--- config.mk ---
export PLATFORM = sky130hd
export DESIGN_NAME = uart_tx_cfg_flat
export DESIGN_NICKNAME = d
export VERILOG_FILES = /design/src/rtl/uart_pkg.sv /design/src/rtl/uart_tx_cfg_if.sv /design/src/rtl/uart_bit_timer.sv /design/src/rtl/uart_tx_cfg.sv /design/src/flat_wrapper.sv
export SDC_FILE = /design/constraint.sdc
export NUM_CORES = 1
export LEC_CHECK = 0
export CAP_MARGIN = 40
export CORE_ASPECT_RATIO = 1.75
export CORE_MARGIN = 2
export CORE_UTILIZATION = 45
export CTS_CLUSTER_SIZE = 10
export DETAILED_ROUTE_END_ITERATION = 10
export GPL_TIMING_DRIVEN = 0
export PLACE_DENSITY = 0.77
export SLEW_MARGIN = 20
export SYNTH_ARGS = -nofsm -noshare
export SYNTH_HDL_FRONTEND = slang
export SYNTH_SLANG_ARGS = --single-unit
export TNS_END_PERCENT = 30
--- constraint.sdc ---
create_clock -name clk -period 1.8 [get_ports clk]
set_clock_uncertainty 0.2 [all_clocks]
set_input_delay 0.54 -clock clk [delete_from_list [all_inputs] [get_ports clk]]
set_output_delay 0.54 -clock clk [all_outputs]
set_load 0.1 [all_outputs]
--- src/rtl/uart_pkg.sv ---
// Shared definitions for the configurable UART: parity modes, FSM state
// encoding and baud-divider helpers.
package uart_pkg;

  localparam int PAR_NONE = 0;
  localparam int PAR_ODD  = 1;
  localparam int PAR_EVEN = 2;

  typedef enum logic [2:0] {
    ST_IDLE   = 3'd0,
    ST_START  = 3'd1,
    ST_DATA   = 3'd2,
    ST_PARITY = 3'd3,
    ST_STOP   = 3'd4
  } uart_state_t;

  function automatic int calc_div(input int clk_freq, input int baud);
    return clk_freq / baud;
  endfunction

  // Never returns less than 1 so an illegal DIV still elaborates far enough to report it.
  function automatic int calc_div_w(input int clk_freq, input int baud);
    int d;
    d = clk_freq / baud;
    return (d < 2) ? 1 : $clog2(d);
  endfunction

endpackage

--- src/rtl/uart_tx_cfg_if.sv ---
// Byte-stream handshake into the transmitter. A word moves on a rising clock
// edge where s_valid and s_ready are both high; s_data must be stable while s_valid is high.
interface uart_tx_cfg_if #(
  parameter int DATA_BITS = 8
);
  logic                 s_valid;
  logic                 s_ready;
  logic [DATA_BITS-1:0] s_data;

  modport master (output s_valid, output s_data, input s_ready);
  modport slave  (input s_valid, input s_data, output s_ready);
endinterface

--- src/rtl/uart_bit_timer.sv ---
// Restartable 0..DIV-1 divider; bit_tick marks the last clock of each bit period.
// Shared by the transmitter and the planned configurable receiver.
module uart_bit_timer #(
  parameter int DIV   = 10,
  parameter int CNT_W = 4
) (
  input  logic clk,
  input  logic reset_n,
  input  logic restart,
  output logic bit_tick
);

  localparam logic [CNT_W-1:0] LAST = CNT_W'(DIV - 1);

  logic [CNT_W-1:0] cnt;

  always_ff @(posedge clk or negedge reset_n) begin
    if (!reset_n) begin
      cnt <= '0;
    end else if (restart || cnt == LAST) begin
      cnt <= '0;
    end else begin
      cnt <= cnt + 1'b1;
    end
  end

  assign bit_tick = !restart && (cnt == LAST);

endmodule

--- src/rtl/uart_tx_cfg.sv ---
// Configurable UART transmitter (DATA_BITS, PARITY, STOP_BITS fixed at elaboration).
// Optional macro UART_TX_CTS_EN adds the active-low cts_n input that gates accepts.
module uart_tx_cfg
  import uart_pkg::*;
#(
  parameter int CLK_FREQ  = 50000000,
  parameter int BAUD      = 115200,
  parameter int DATA_BITS = 8,
  parameter int PARITY    = 0,
  parameter int STOP_BITS = 1
) (
  input  logic        clk,
  input  logic        reset_n,
`ifdef UART_TX_CTS_EN
  input  logic        cts_n,
`endif
  uart_tx_cfg_if.slave s,
  output logic        tx,
  output logic        tx_busy,
  output logic        frame_done,
  output uart_state_t dbg_state
);

  localparam int DIV   = calc_div(CLK_FREQ, BAUD);
  localparam int CNT_W = calc_div_w(CLK_FREQ, BAUD);
  localparam int BC_W  = $clog2(DATA_BITS);

  generate
    if (DIV < 2) begin : g_bad_div
      $error("uart_tx_cfg: CLK_FREQ/BAUD must be at least 2");
    end
    if (DATA_BITS < 5 || DATA_BITS > 9) begin : g_bad_bits
      $error("uart_tx_cfg: DATA_BITS must be 5..9");
    end
    if (PARITY < PAR_NONE || PARITY > PAR_EVEN) begin : g_bad_par
      $error("uart_tx_cfg: PARITY must be 0, 1 or 2");
    end
    if (STOP_BITS < 1 || STOP_BITS > 2) begin : g_bad_stop
      $error("uart_tx_cfg: STOP_BITS must be 1 or 2");
    end
  endgenerate

  uart_state_t          state, state_n;
  logic [DATA_BITS-1:0] shift, shift_n;
  logic [BC_W-1:0]      bit_cnt, bit_cnt_n;
  logic                 stop_cnt, stop_cnt_n;
  logic                 par_bit, par_n;
  logic                 tx_n;
  logic                 restart;
  logic                 bit_tick;
  logic                 ready;
  logic                 accept;

  uart_bit_timer #(
    .DIV   (DIV),
    .CNT_W (CNT_W)
  ) u_timer (
    .clk      (clk),
    .reset_n  (reset_n),
    .restart  (restart),
    .bit_tick (bit_tick)
  );

  // Reset gates ready directly because the state register already sits in IDLE while held.
`ifdef UART_TX_CTS_EN
  assign ready = reset_n && (state == ST_IDLE) && !cts_n;
`else
  assign ready = reset_n && (state == ST_IDLE);
`endif

  assign accept    = s.s_valid && ready;
  assign s.s_ready = ready;
  assign tx_busy   = (state != ST_IDLE);
  assign dbg_state = state;

  always_ff @(posedge clk or negedge reset_n) begin
    if (!reset_n) begin
      state    <= ST_IDLE;
      shift    <= '0;
      bit_cnt  <= '0;
      stop_cnt <= 1'b0;
      par_bit  <= 1'b0;
      tx       <= 1'b1;
    end else begin
      state    <= state_n;
      shift    <= shift_n;
      bit_cnt  <= bit_cnt_n;
      stop_cnt <= stop_cnt_n;
      par_bit  <= par_n;
      tx       <= tx_n;
    end
  end

  // tx_n is the line level for the next clock, so tx itself comes straight from a flop.
  always_comb begin
    state_n    = state;
    shift_n    = shift;
    bit_cnt_n  = bit_cnt;
    stop_cnt_n = stop_cnt;
    par_n      = par_bit;
    tx_n       = tx;
    restart    = 1'b0;
    frame_done = 1'b0;
    case (state)
      ST_IDLE: begin
        tx_n = 1'b1;
        if (accept) begin
          shift_n = s.s_data;
          par_n   = (PARITY == PAR_ODD) ? ~^s.s_data : ^s.s_data;
          restart = 1'b1;
          tx_n    = 1'b0;
          state_n = ST_START;
        end
      end
      ST_START: begin
        if (bit_tick) begin
          bit_cnt_n = '0;
          tx_n      = shift[0];
          state_n   = ST_DATA;
        end
      end
      ST_DATA: begin
        if (bit_tick) begin
          if (bit_cnt == BC_W'(DATA_BITS - 1)) begin
            if (PARITY != PAR_NONE) begin
              tx_n    = par_bit;
              state_n = ST_PARITY;
            end else begin
              stop_cnt_n = 1'b0;
              tx_n       = 1'b1;
              state_n    = ST_STOP;
            end
          end else begin
            shift_n   = shift >> 1;
            tx_n      = shift_n[0];
            bit_cnt_n = bit_cnt + 1'b1;
          end
        end
      end
      ST_PARITY: begin
        if (bit_tick) begin
          stop_cnt_n = 1'b0;
          tx_n       = 1'b1;
          state_n    = ST_STOP;
        end
      end
      ST_STOP: begin
        tx_n = 1'b1;
        if (bit_tick) begin
          if (stop_cnt == 1'(STOP_BITS - 1)) begin
            frame_done = 1'b1;
            state_n    = ST_IDLE;
          end else begin
            stop_cnt_n = stop_cnt + 1'b1;
          end
        end
      end
      default: begin
        tx_n    = 1'b1;
        state_n = ST_IDLE;
      end
    endcase
  end

endmodule
--- src/flat_wrapper.sv ---
// flat-port wrapper written by rule: the top's interface ports become plain ports
module uart_tx_cfg_flat import uart_pkg::*;
#(
  parameter int CLK_FREQ  = 50000000,
  parameter int BAUD      = 115200,
  parameter int DATA_BITS = 8,
  parameter int PARITY    = 0,
  parameter int STOP_BITS = 1
)
  (clk, reset_n, tx, tx_busy, frame_done, dbg_state, s_s_valid, s_s_data, s_s_ready);
  uart_tx_cfg_if #(.DATA_BITS(DATA_BITS)) s_i ();
  input  logic clk;
  input  logic reset_n;
  output logic tx;
  output logic tx_busy;
  output logic frame_done;
  output uart_state_t dbg_state;
  input wire logic [$bits(s_i.s_valid)-1:0] s_s_valid;
  input wire logic [$bits(s_i.s_data)-1:0] s_s_data;
  output wire logic [$bits(s_i.s_ready)-1:0] s_s_ready;
  assign s_i.s_valid = s_s_valid;
  assign s_i.s_data = s_s_data;
  assign s_s_ready = s_i.s_ready;
  uart_tx_cfg #(.CLK_FREQ(CLK_FREQ), .BAUD(BAUD), .DATA_BITS(DATA_BITS), .PARITY(PARITY), .STOP_BITS(STOP_BITS)) u_core (.clk(clk), .reset_n(reset_n), .s(s_i), .tx(tx), .tx_busy(tx_busy), .frame_done(frame_done), .dbg_state(dbg_state));
endmodule
==> results of run 1 <==
-- per-layer routing --
metal | vias to the layer above | share of wire
met5 | - | 0
li1 | 476 | -
met3 | 8 | 0.020
met4 | 0 | 0.033
met2 | 18 | 0.60
met1 | 497 | 0.35
-- synthesized netlist by cell type, types with 3 or more instances --
cell type / count / area, um2
xnor2_1: 4 / 35.0
inv_1: 4 / 15.0
ha_1: 4 / 50.1
mux2_4: 8 / 120
nand2_1: 5 / 18.8
xor2_1: 3 / 26.3
dfrtp_1: 23 / 576
nor2_1: 13 / 48.8
mux2_2: 9 / 101
-- cells by family (layout without fill, tap and decap cells) --
family,count (synthesis),after routing
xor gates and xnor gates,7,7
adders and majority gates,4,4
and+or+nand+nor,42,42
buffers and inverters,6,51
muxes,17,17
DFF,24,24
AOI/OAI and AO/OA,10,10
-- critical path, delay by kind of cell (launching register included) --
| kind | cells | cell delay, ns |
|---|---|---|
| flops | 1 | 0.40 |
| simple gates | 3 | 0.77 |
| buf+inv | 1 | 0.17 |
-- repair_timing --
action                     4_1_cts  5_1_grt
hold endpoints to repair        15        0
setup buffers                    7       11
setup endpoints to repair       30       29
gates cloned                     0        0
pin swaps                        8        9
hold buffers                     2        0
resized for setup               45       19
-- sequential cells by signal, summed over array words and instances, names as in the netlist --
| name | flops |
|---|---|
| u_core.dbg_state | 3 |
| u_core.shift | 8 |
| u_core.u_timer.cnt | 9 |
| u_core.tx | 1 |
| u_core.bit_cnt | 3 |
-- how the worst min path moves through the flow --
stage / start / end / slack (ns)
after floorplan: reset_n / u_core.bit_cnt[0] / 0.04
final: reset_n / u_core.tx / 0.11
after detailed placement: u_core.shift[6] / u_core.shift[6] / 0.29
after global routing: reset_n / u_core.tx / 0.10
after CTS: reset_n / u_core.tx / 0.09
after global placement: u_core.bit_cnt[1] / u_core.bit_cnt[1] / 0.29
-- final cells by class --
type	count	area, um2
Clock buffer	4	45.0
Tap cell	28	35.0
Fill cell	198	886
Buffer	2	16.3
Inverter	4	17.5
Multi-Input combinational cell	80	782
Timing Repair Buffer	41	469
Sequential cell	24	612
-- report_power, final --
part | leakage, uW | internal, uW | switching, uW
logic | 0.000587 | 34.6 | 19.7
registers | 0.000316 | 539 | 0
clock network | 0.0000228 | 158 | 157
-- cells in the final DEF (no fill, tap or decap), types with 3 or more instances in the layout --
cell type and count:
nor2_1 11, mux2_4 15, buf_12 8, xnor2_1 4, buf_6 10, dfrtp_1 19, clkdlybuf4s50_1 8, buf_4 12
clkbuf_8 3, nand2_1 4, xor2_1 3
-- through the flow --
stage	hold WS, ns	util	setup WS (ns)	total power (uW)
3_3_place_gp	0.288	0.542	-2.15	590
6_report	0.109	0.691	-0.544	908
3_5_place_dp	0.290	0.583	-1.61	595
2_1_floorplan	0.0444	-	-0.404	558
5_1_grt	0.103	0.691	-0.585	946
4_1_cts	0.0905	0.649	-0.602	923
==> run metrics, run 1 <==
Clk Latency, worst-skew pair 0.26 ns; synth warn 0; CP startpoint u_core.u_timer.cnt[3]; R2R setup slack -0.18 ns; DRC 0; Antenna Violating Nets Remaining 0; grt total ovfl 0; vias in the first global route 1,012; die height 75.5 um; via count 999; Top-Level Pins 18; CP endpoint frame_done; core box area 2860 um2; Unique masters post-synth 38; largest family of logic cells by synthesized area simple AND/OR/NAND/NOR gates; Max Freq 0.427 GHz; RR Endpoint u_core.shift[0]; Synth Area in XOR/XNOR 0.0466; # nets final 171; Post-Layout Inst Area 1980 um2; Final setup viols 17; Area after DPL 1670 um2; Leak 0.000926 uW; CTS Buf Count 3; grt met3 use 0.0284; fraction of registers with async set/reset 1.00; first-pass GRT wire length 4.66 mm; wire length per cell 16.5 um; fin crit period 2.34 ns; RSZ-0062 raised after global routing true; layout cell share with drive strength beyond 1 0.503; crit start category flip-flop; DPL Wire Length 1.86 mm; CP arrival 1.60 ns; post-synthesis mux area share 0.168; width of the die 44.9 um; Tcrit/Tclk final 1.30; met1 global-route usage 0.214; Initial Util 0.459; CP Capture Type output port; mapped cell area 1320 um2; Post-Layout Cell Count 183; EDFF count, synth 0; Final Hold Fails 0; pwr/cell area 459 nW/um2; reg2reg start u_core.dbg_state[2]; Synth Area in Simple Gates 0.203; Post-Synthesis Cells 110; failing checks negative setup slack; critical path class flip-flop to output port; GP Congestion 0.760; Max-slew headroom 0.550; n_diodes 0; Seq/Total Area, Yosys 0.458; Worst VDD drop 0.304 mV; clock-pin transition on the worst setup and hold timing paths 0.08 ns; setup slack after layout -0.544 ns; Sink Count 24; Mapped Avg Cell Area 12.0 um2; clk root buf clkbuf_8; outcome complete, but fails checks; critical-path cell list or3_4, nor3_4, and3_4, buf_12; CTS tree yes; CTS max path bufs 2; DRT Pass-1 Iters 4; dpl cells 163; Synth Area in Adders 0.0381; initial antenna violation count 0; met2 GRT Util 0.340; Crit path largest cell delay 0.41 ns; compound-gate portion of the synthesized area 0.0676; slew at the pin closest to its max-slew limit 0.672 ns; largest net degree at the start of global routing 16; First DRT Iteration DRCs 7; GR peak layer met2; R2R cell count 6; Site Rows 26; total negative slack -2.80 ns; die area 3390 um2; Hold Crit Class input port to async pin; Port Buffers 17; synthesis-to-layout area growth 50.3%; CTS H-tree depth 1; Main synth FF type dfrtp_1; register bit count reported by yosys 24; Syn Nets 125; Worst Path Max Fanout 2; Crit-path slowest cell or3_4; DR vias/cell 5.46; MaxCap Viol Count 0; Worst EP required 1.06 ns; Final Max Tran Viols 0; Routed WL 3.03 mm; Tot GR Track Use 0.194
(Power assumes the default switching activity.)
==> run 2, diff against run 1 <==
--- a/config.mk
+++ b/config.mk
@@ -5,7 +5,7 @@
 export SDC_FILE = /design/constraint.sdc
 export NUM_CORES = 1
 export LEC_CHECK = 0
-export CAP_MARGIN = 40
+export CAP_MARGIN = 10
 export CORE_ASPECT_RATIO = 1.75
 export CORE_MARGIN = 2
 export CORE_UTILIZATION = 45
==> run 2 against run 1 <==
  * The run still ends with negative setup slack left
  * Cell count decreased by 4.4%
  * Clock-buffer cell count unchanged
  * Register-to-register slack got worse by 0.03 ns
  * Core utilization decreased by 5.2 points
  * Global-route usage decreased by 2.8 points
  * Setup slack improved by 0.0024 ns
  * Clock power increased by 3%
  * Critical endpoint unchanged
  * Largest cell class unchanged
  * Largest power group unchanged
  * Highest routed layer unchanged
==> run metrics, run 2 (synthesis results as in run 1) <==
crit start category flip-flop; failing checks negative setup slack; Clk Latency, worst-skew pair 0.27 ns (about the same); CTS tree yes; Area after DPL 1550 um2 (-7.0%); Tcrit/Tclk final 1.30 (-0.00135); Top Registers u_core.u_timer.cnt: 9 flops, u_core.shift: 8 flops; # nets final 163 (-4.7%); pwr/cell area 496 nW/um2 (+8.0%); core box area 2860 um2 (unchanged); synthesis-to-layout area growth 39.0%; Tot GR Track Use 0.166 (-0.0278); CTS Buf Count 3 (unchanged); n_diodes 0 (unchanged); Sink Count 24 (unchanged); layout cell share with drive strength beyond 1 0.490 (-0.0134); Final Max Tran Viols 0 (unchanged); MaxCap Viol Count 0 (unchanged); DPL Wire Length 1.70 mm (-8.7%); Top-Level Pins 18 (unchanged); CTS H-tree depth 1 (unchanged); width of the die 44.9 um (unchanged); Hold Crit Class input port to async pin; Post-Layout Cell Count 175 (-4.4%); Worst EP required 1.06 ns (about the same); initial antenna violation count 0 (unchanged); setup slack after layout -0.541 ns (+0.00243 ns); clk root buf clkbuf_8; Layout Utilization 0.639 (-0.0520); Post-Place Setup Slack -2.20 ns (-0.599 ns); First DRT Iteration DRCs 34 (+27); clock-pin transition on the worst setup and hold timing paths 0.08 ns (about the same); Max Freq 0.427 GHz (+0.10%); fin crit period 2.34 ns (-0.00243 ns); Final setup viols 15 (-2); Antenna Violating Nets Remaining 0 (unchanged); CTS max path bufs 2 (unchanged); Max-slew headroom 0.657 (+0.107); critical path class flip-flop to output port; Initial Util 0.459 (unchanged); die height 75.5 um (unchanged); dpl cells 155 (-4.9%); Fillers 211 (+6.6%); largest net degree at the start of global routing 24 (+8); CP arrival 1.60 ns (about the same); DR vias/cell 5.53 (+1.3%); via count 968 (-3.1%); DRC 0 (unchanged); Worst VDD drop 0.371 mV (+22%); Crit-path slowest cell or3_4; Register Area 612 um2 (unchanged); Largest register FFs 9 (unchanged); GP Congestion 0.760 (unchanged); die area 3390 um2 (unchanged); DRT Pass-1 Iters 4 (unchanged); Routed WL 2.80 mm (-7.4%); Leak 0.000842 uW (-9.1%); vias in the first global route 926 (-8.5%); grt total ovfl 0 (unchanged); RSZ-0062 raised after global routing true; Port Buffers 17 (unchanged); Post-Layout Inst Area 1830 um2 (-7.5%); Top reg by flops u_core.u_timer.cnt; Worst Path Max Fanout 2 (unchanged); wire length per cell 16.0 um (-3.2%); commonest cells after routing, fill and taps aside dfrtp_1, buf_4, nor2_1; outcome complete, but fails checks; Final Power 907 uW (-0.17%); critical-path cell list or3_4, nor3_4, and3_4, buf_12; commonest non-fill, non-tap cell in the layout dfrtp_1; slew at the pin closest to its max-slew limit 0.515 ns (-0.158 ns); first-pass GRT wire length 4.09 mm (-12%); Multi-input gate area 772 um2 (-1.3%); Crit path largest cell delay 0.41 ns (about the same); CP Capture Type output port; Site Rows 26 (unchanged); Final Hold Fails 0 (unchanged)
==> run 2: timing repair <==
item | CTS | global route
hold buffers | 1 | 0
hold endpoints to repair | 23 | 0
pin swaps | 7 | 10
setup buffers | 5 | 10
gates resized for setup | 62 | 15
endpoints found under the setup margin | 53 | 26
==> run 2: critical path, delay by kind of cell (launching register included) <==
| kind | cells | cell delay, ns |
|---|---|---|
| flops | 1 | 0.39 |
| buf+inv | 1 | 0.17 |
| simple gates | 3 | 0.78 |
==> run 2: power by group <==
part	internal (uW)	switching, uW	total (uW)
combinational	27.5	16.7	44.2
sequential	539	0	539
clock	158	166	324
==> run 2: path summary, 6_finish.rpt <==
kind / from / endpoint / slack (ns) / cells past startpoint
setup / recovery: u_core.u_timer.cnt[6] / frame_done / -0.54 / 4
hold / removal: reset_n / u_core.tx / 0.03 / 1
setup reg to reg: u_core.dbg_state[2] / u_core.shift[2] / -0.21 / 5
hold reg to reg: u_core.shift[6] / u_core.shift[6] / 0.32 / 1
max in group asynchronous: reset_n / u_core.dbg_state[1] / 0.83 / 2
min in group clk: u_core.shift[6] / u_core.shift[6] / 0.32 / 1
==> run 2: cell type report <==
| class | count | share of cell area |
|---|---|---|
| timing repair buffer | 33 | 0.182 |
| buffer | 2 | 0.00890 |
| multi-input combinational | 80 | 0.422 |
| sequential | 24 | 0.335 |
| tap | 28 | 0.0192 |
| inverter | 4 | 0.00821 |
| clock buffer | 4 | 0.0246 |
==> run 2: layer usage <==
layer | vias to the layer above | part of all wire | global-route usage
met3 | 4 | 0.026 | 0.0213
met2 | 18 | 0.58 | 0.295
li1 | 458 | - | -
met5 | - | 0 | 0
met4 | 0 | 0.016 | 0.0882
met1 | 488 | 0.38 | 0.188
==> run 2: metrics by stage <==
step	hold WS [ns]	TNS (ns)
floorplan	0.0444	-4.45
global placement	0.288	-36.74
detailed placement	0.297	-39.48
CTS	0.0345	-6.50
global route	0.0271	-3.85
finish	0.0329	-2.93
